[src/rtl/mips_exec_decode.sv]
`timescale 1ns/1ps
`default_nettype none
// ============================================================================
//  Module      : mips_exec_decode
//  Description : Main decoder, ALU-control decoder and W-bit ALU for the
//                single-issue MIPS core. Every output is registered, so this
//                block also forms the decode/execute boundary register.
//                Latency is exactly one clock.
//  Ports       : clk, rst (sync, active-high)
//                in_valid, opcode[5:0], funct[5:0], imm16[15:0],
//                rdata1[W-1:0] (operand A), rdata2[W-1:0] (rt value)
//                out_valid, ctrl[9:0], alu_ctl[3:0], result[W-1:0], zero,
//                ovf (only when ALU_OVF_EN is defined)
//  ctrl bits   : [0]RegDst [1]RegWrite [2]ALUSrc [3]ALUOp1 [4]ALUOp0
//                [5]MemRead [6]MemWrite [7]MemtoReg [8]Branch [9]Jump
//  Options     : ALU_OVF_EN - adds the signed-overflow output ovf
//  Revision    : 1.0  initial release
// ============================================================================
module mips_exec_decode #(
    parameter int W = 32
) (
    input  logic         clk,
    input  logic         rst,
    input  logic         in_valid,
    input  logic [5:0]   opcode,
    input  logic [5:0]   funct,
    input  logic [15:0]  imm16,
    input  logic [W-1:0] rdata1,
    input  logic [W-1:0] rdata2,
    output logic         out_valid,
    output logic [9:0]   ctrl,
    output logic [3:0]   alu_ctl,
    output logic [W-1:0] result,
`ifdef ALU_OVF_EN
    output logic         ovf,
`endif
    output logic         zero
);

    localparam logic [3:0] c_ALU_AND = 4'b0000;
    localparam logic [3:0] c_ALU_OR  = 4'b0001;
    localparam logic [3:0] c_ALU_ADD = 4'b0010;
    localparam logic [3:0] c_ALU_SUB = 4'b0110;
    localparam logic [3:0] c_ALU_SLT = 4'b0111;
    localparam logic [3:0] c_ALU_NOR = 4'b1100;
    localparam logic [3:0] c_ALU_BAD = 4'b1111;

    logic [9:0]   w_ctrl;
    logic [1:0]   w_aluop;
    logic [3:0]   w_alu_ctl;
    logic [W-1:0] w_b;
    logic [W-1:0] w_result;

    // Main decoder: unknown opcodes decode to an all-zero (inert) control word.
    always_comb begin
        w_ctrl = 10'b0;
        case (opcode)
            6'b000000: w_ctrl = 10'b00_0000_1011; // R-type
            6'b100011: w_ctrl = 10'b00_1010_0110; // lw
            6'b101011: w_ctrl = 10'b00_0100_0100; // sw
            6'b000100: w_ctrl = 10'b01_0001_0000; // beq
            6'b000010: w_ctrl = 10'b10_0000_0000; // j
            default:   w_ctrl = 10'b0;
        endcase
    end

    // ALUOp1 lives in bit 3, ALUOp0 in bit 4.
    assign w_aluop = {w_ctrl[3], w_ctrl[4]};

    always_comb begin
        w_alu_ctl = c_ALU_BAD;
        case (w_aluop)
            2'b00: w_alu_ctl = c_ALU_ADD;
            2'b01: w_alu_ctl = c_ALU_SUB;
            2'b10: begin
                case (funct)
                    6'b100000: w_alu_ctl = c_ALU_ADD;
                    6'b100010: w_alu_ctl = c_ALU_SUB;
                    6'b100100: w_alu_ctl = c_ALU_AND;
                    6'b100101: w_alu_ctl = c_ALU_OR;
                    6'b100111: w_alu_ctl = c_ALU_NOR;
                    6'b101010: w_alu_ctl = c_ALU_SLT;
                    default:   w_alu_ctl = c_ALU_BAD;
                endcase
            end
            default: w_alu_ctl = c_ALU_BAD;
        endcase
    end

    assign w_b = w_ctrl[2] ? {{(W-16){imm16[15]}}, imm16} : rdata2;

    // Undefined ALU codes produce 0, which in turn raises zero.
    always_comb begin
        w_result = '0;
        case (w_alu_ctl)
            c_ALU_AND: w_result = rdata1 & w_b;
            c_ALU_OR:  w_result = rdata1 | w_b;
            c_ALU_ADD: w_result = rdata1 + w_b;
            c_ALU_SUB: w_result = rdata1 - w_b;
            c_ALU_SLT: w_result = {{(W-1){1'b0}}, ($signed(rdata1) < $signed(w_b))};
            c_ALU_NOR: w_result = ~(rdata1 | w_b);
            default:   w_result = '0;
        endcase
    end

`ifdef ALU_OVF_EN
    logic w_ovf;
    logic r_ovf;

    // Signed overflow: add of like-signed operands, or sub of unlike-signed
    // operands, whose result sign differs from operand A.
    always_comb begin
        w_ovf = 1'b0;
        if (w_alu_ctl == c_ALU_ADD)
            w_ovf = (rdata1[W-1] == w_b[W-1]) && (w_result[W-1] != rdata1[W-1]);
        else if (w_alu_ctl == c_ALU_SUB)
            w_ovf = (rdata1[W-1] != w_b[W-1]) && (w_result[W-1] != rdata1[W-1]);
    end

    always_ff @(posedge clk) begin
        if (rst) r_ovf <= 1'b0;
        else     r_ovf <= w_ovf;
    end

    assign ovf = r_ovf;
`endif

    logic         r_out_valid;
    logic [9:0]   r_ctrl;
    logic [3:0]   r_alu_ctl;
    logic [W-1:0] r_result;
    logic         r_zero;

    // Data outputs follow the inputs even when in_valid is low.
    always_ff @(posedge clk) begin
        if (rst) begin
            r_out_valid <= 1'b0;
            r_ctrl      <= 10'b0;
            r_alu_ctl   <= 4'b0;
            r_result    <= '0;
            r_zero      <= 1'b0;
        end else begin
            r_out_valid <= in_valid;
            r_ctrl      <= w_ctrl;
            r_alu_ctl   <= w_alu_ctl;
            r_result    <= w_result;
            r_zero      <= (w_result == '0);
        end
    end

    assign out_valid = r_out_valid;
    assign ctrl      = r_ctrl;
    assign alu_ctl   = r_alu_ctl;
    assign result    = r_result;
    assign zero      = r_zero;

endmodule
`default_nettype wire

[config.mk]
export PLATFORM = sky130hd
export DESIGN_NAME = mips_exec_decode
export DESIGN_NICKNAME = d
export VERILOG_FILES = /design/src/rtl/mips_exec_decode.sv
export SDC_FILE = /design/constraint.sdc
export NUM_CORES = 1
export LEC_CHECK = 0
export ABC_AREA = 1
export CAP_MARGIN = 0
export CORE_AREA = 2 2 190 192
export DETAILED_ROUTE_END_ITERATION = 8
export DIE_AREA = 0 0 192 194
export SLEW_MARGIN = 10
export SYNTH_ARGS = -nofsm -noshare
export SYNTH_HDL_FRONTEND = slang
export SYNTH_SLANG_ARGS = --single-unit
[constraint.sdc]
create_clock -name clk -period 3.48 [get_ports clk]
set_clock_uncertainty 0.15 [all_clocks]
set_input_delay 0.87 -clock clk [delete_from_list [all_inputs] [get_ports clk]]
set_output_delay 0.87 -clock clk [all_outputs]
set_load 0.02 [all_outputs]
==> results of run 1 <==
==> what timing repair did <==
action	CTS	global route
cloned	5	0
buffers inserted	28	33
resized for setup	359	465
pin swaps	62	202
endpoints found under the setup margin	32	29
==> stage by stage <==
step / worst slack, ns / util / TNS (ns) / hold slack (ns) / area [µm²]
floorplan: -0.0598 / - / -0.0598 / 0.792 / 8830
global placement: -1.40 / 0.390 / -32.07 / 1.26 / 13800
detailed placement: -1.35 / 0.390 / -31.30 / 1.26 / 13800
CTS: -0.373 / 0.438 / -2.60 / 0.741 / 15400
global route: -0.493 / 0.488 / -4.19 / 0.769 / 17200
finish: -0.301 / 0.488 / -1.57 / 0.747 / 17200
==> power breakdown <==
| part | total (mW) | leakage (nW) | internal [mW] | switching, mW |
|---|---|---|---|---|
| clock network | 0.455 | 0.0706 | 0.264 | 0.191 |
| registers | 0.580 | 0.373 | 0.567 | 0.0127 |
| logic | 2.89 | 8.21 | 1.33 | 1.56 |
==> cells in the final DEF, fill, tap and decap left out, types with 45 or more instances in the layout <==
master and instances:
nand3_2 45, ha_1 54, nand2_2 137, nand2_1 323, dfxtp_1 45, nor2_4 47, nor2_1 130, inv_2 62
buf_4 398, clkdlybuf4s50_1 137, inv_1 259, nand3_1 75, nor2_2 57
==> cell families (layout without fill, tap and decap cells) <==
family / Yosys count / count (layout) / share of synthesized area
multiplexers: 1 / 1 / 0.00115
AO/OA/AOI/OAI: 161 / 161 / 0.0967
AND/OR/NAND/NOR: 939 / 940 / 0.456
XOR/XNOR: 15 / 15 / 0.0151
adder cells (fa/ha/maj): 108 / 108 / 0.157
flip-flops: 45 / 45 / 0.103
buffers and inverters: 380 / 941 / 0.171
==> registers in the layout (all words and copies together) (netlist names) <==
name and count:
ctrl 7, result 32, alu_ctl 4, zero 1
out_valid 1
==> metal layers <==
layer | GRT usage | routed length [µm] | up-vias
li1 | - | - | 6155
met1 | 0.329 | 21000 | 5785
met2 | 0.394 | 21200 | 376
met3 | 0.0297 | 3020 | 49
met4 | 0.0551 | 1100 | 0
met5 | 0 | 0 | -
==> final timing paths <==
kind	cells past startpoint	startpoint	endpoint	slack, ns
setup / recovery	25	opcode[2]	zero	-0.30
hold / removal	3	opcode[0]	ctrl[9]	0.75
==> cell type report <==
cell class	count	area (µm²)	area share
Tap cell	461	577	0.0336
Inverter	335	1310	0.0759
Clock inverter	2	10.0	0.000582
Clock buffer	6	129	0.00750
Timing Repair Buffer	598	5190	0.302
Sequential cell	45	901	0.0524
Multi-Input combinational cell	1225	9080	0.528
==> tightest hold or removal path, cell delays in order <==
cell,delay (ns)
buf_2,0.11
nand3b_1,0.12
nor3_1,0.05
==> key figures, run 1 <==
Outcome
  • Status: finished with violations
  • Failing checks: setup timing

Yosys
  • EDFF count, synth: 0
  • Async set-reset flop share out of synthesis: 0
  • Area contributors post-synth: nand2_1 21%, ha_1 15%, inv_1 14%, dfxtp_1 10%, nor2_1 9.6%
  • Synthesized area per cell: 5.29 µm²
  • Mapped cell area: 0.00872 mm²
  • Leading area contributor after synthesis: nand2_1
  • Post-Syn Instances: 1649
  • Yosys reg bits: 45
  • Top-count cell post-synth: nand2_1
  • Synth top area share: 0.212
  • Synth Flop Type: dfxtp_1
  • Register area share after synthesis: 0.103
  • Post-synth cell types: 39
  • Commonest cells in the netlist: 492 x nand2_1, 327 x inv_1, 223 x nor2_1, 124 x nand3_1, 106 x ha_1
  • Synth Warn #: 0
  • Post-Syn Nets: 1852

Setup path
  • Crit-path max FO: 5
  • Crit path DAT: 3.86 ns
  • CP delay by family, top: simple AND/OR/NAND/NOR gates
  • Worst endpoint required time: 3.56 ns
  • Crit start category: input port
  • Crit. End Element: flop
  • CP max stage cell: nand3_1
  • Crit Path Class: in -> reg
  • CP Buf/Inv Count: 8
  • Crit path largest cell delay: 0.23 ns
  • Cell mode on critical path: nor2_1

STA
  • Final setup fails: 18
  • Slew HR: 0.654
  • Unrepaired setup endpoints after global routing: true
  • Final period utilization: 1.09
  • Least-Margin Pin Slew: 0.519 ns
  • Max Slew Vio Count: 0
  • Fmax: 264 MHz
  • Fin. Hold Viols: 0
  • Final worst setup slack: -0.301 ns
  • Post-layout minimum cycle time: 3.78 ns

Global routing
  • Tot GR Track Use: 0.239
  • Remaining global-route overflow: 0
  • Largest net degree at the start of global routing: 21
  • Antenna violations before repair: 0
  • Vias in the first global route: 12077
  • First-pass GRT wire length: 67300 µm

Floorplan
  • Core Footprint: 0.0352 mm²
  • Die area: 0.0372 mm²
  • Chip Height: 194 µm
  • Initial Util: 0.248
  • Cell row count: 69
  • # IOs: 143
  • Die X: 192 µm

Cells and area
  • Number of fill cells: 3602
  • Ratio of cells with drive above 1 in the final layout: 0.479
  • Final nets: 2413
  • Antenna diodes: 0
  • Area grow syn2layout: 97.1%
  • Non-filler cells, final: 2672

Run
  • Max-cap violations: 0

Power
  • Power Total: 3.93 mW
  • Leakage power figure: 8.65 nW
  • VDD IR max: 0.242 mV
  • P per Cell Area: 228 mW/mm²

Route
  • First-pass DRT Iterations: 6
  • Initial drt markers: 758
  • Remaining antenna violation count after routing: 0
  • Vias: 12365
  • Wire per inst: 17.3 µm
  • WL final: 46300 µm
  • DR vias/cell: 4.63
  • Residual DRC count: 0

Placement
  • IO buf count: 142
  • Final HPWL DP: 37800 µm
  • Inst Count DP: 2614
  • GP Congestion: 0.990

Clock tree
  • TritonCTS clock tree: built
  • Max Root-Sink Buffers: 2
  • CTS H-tree depth: 2
  • Reg clk slew, reported paths: 0.06 ns
  • Clock root cell: clkbuf_16
  • Inserted Clock Buffers: 5
  • Hold_buf cts: 0
  • CTS sink count: 45

Worst hold path
  • Hold crit path type: in -> reg
Power figures use the tool's default switching activity.
==> run 2: changes to the inputs <==
CAP_MARGIN = 20   (was 0)
==> results of run 2 <==
Final layout, timing and power as in run 1 (identical DEF).
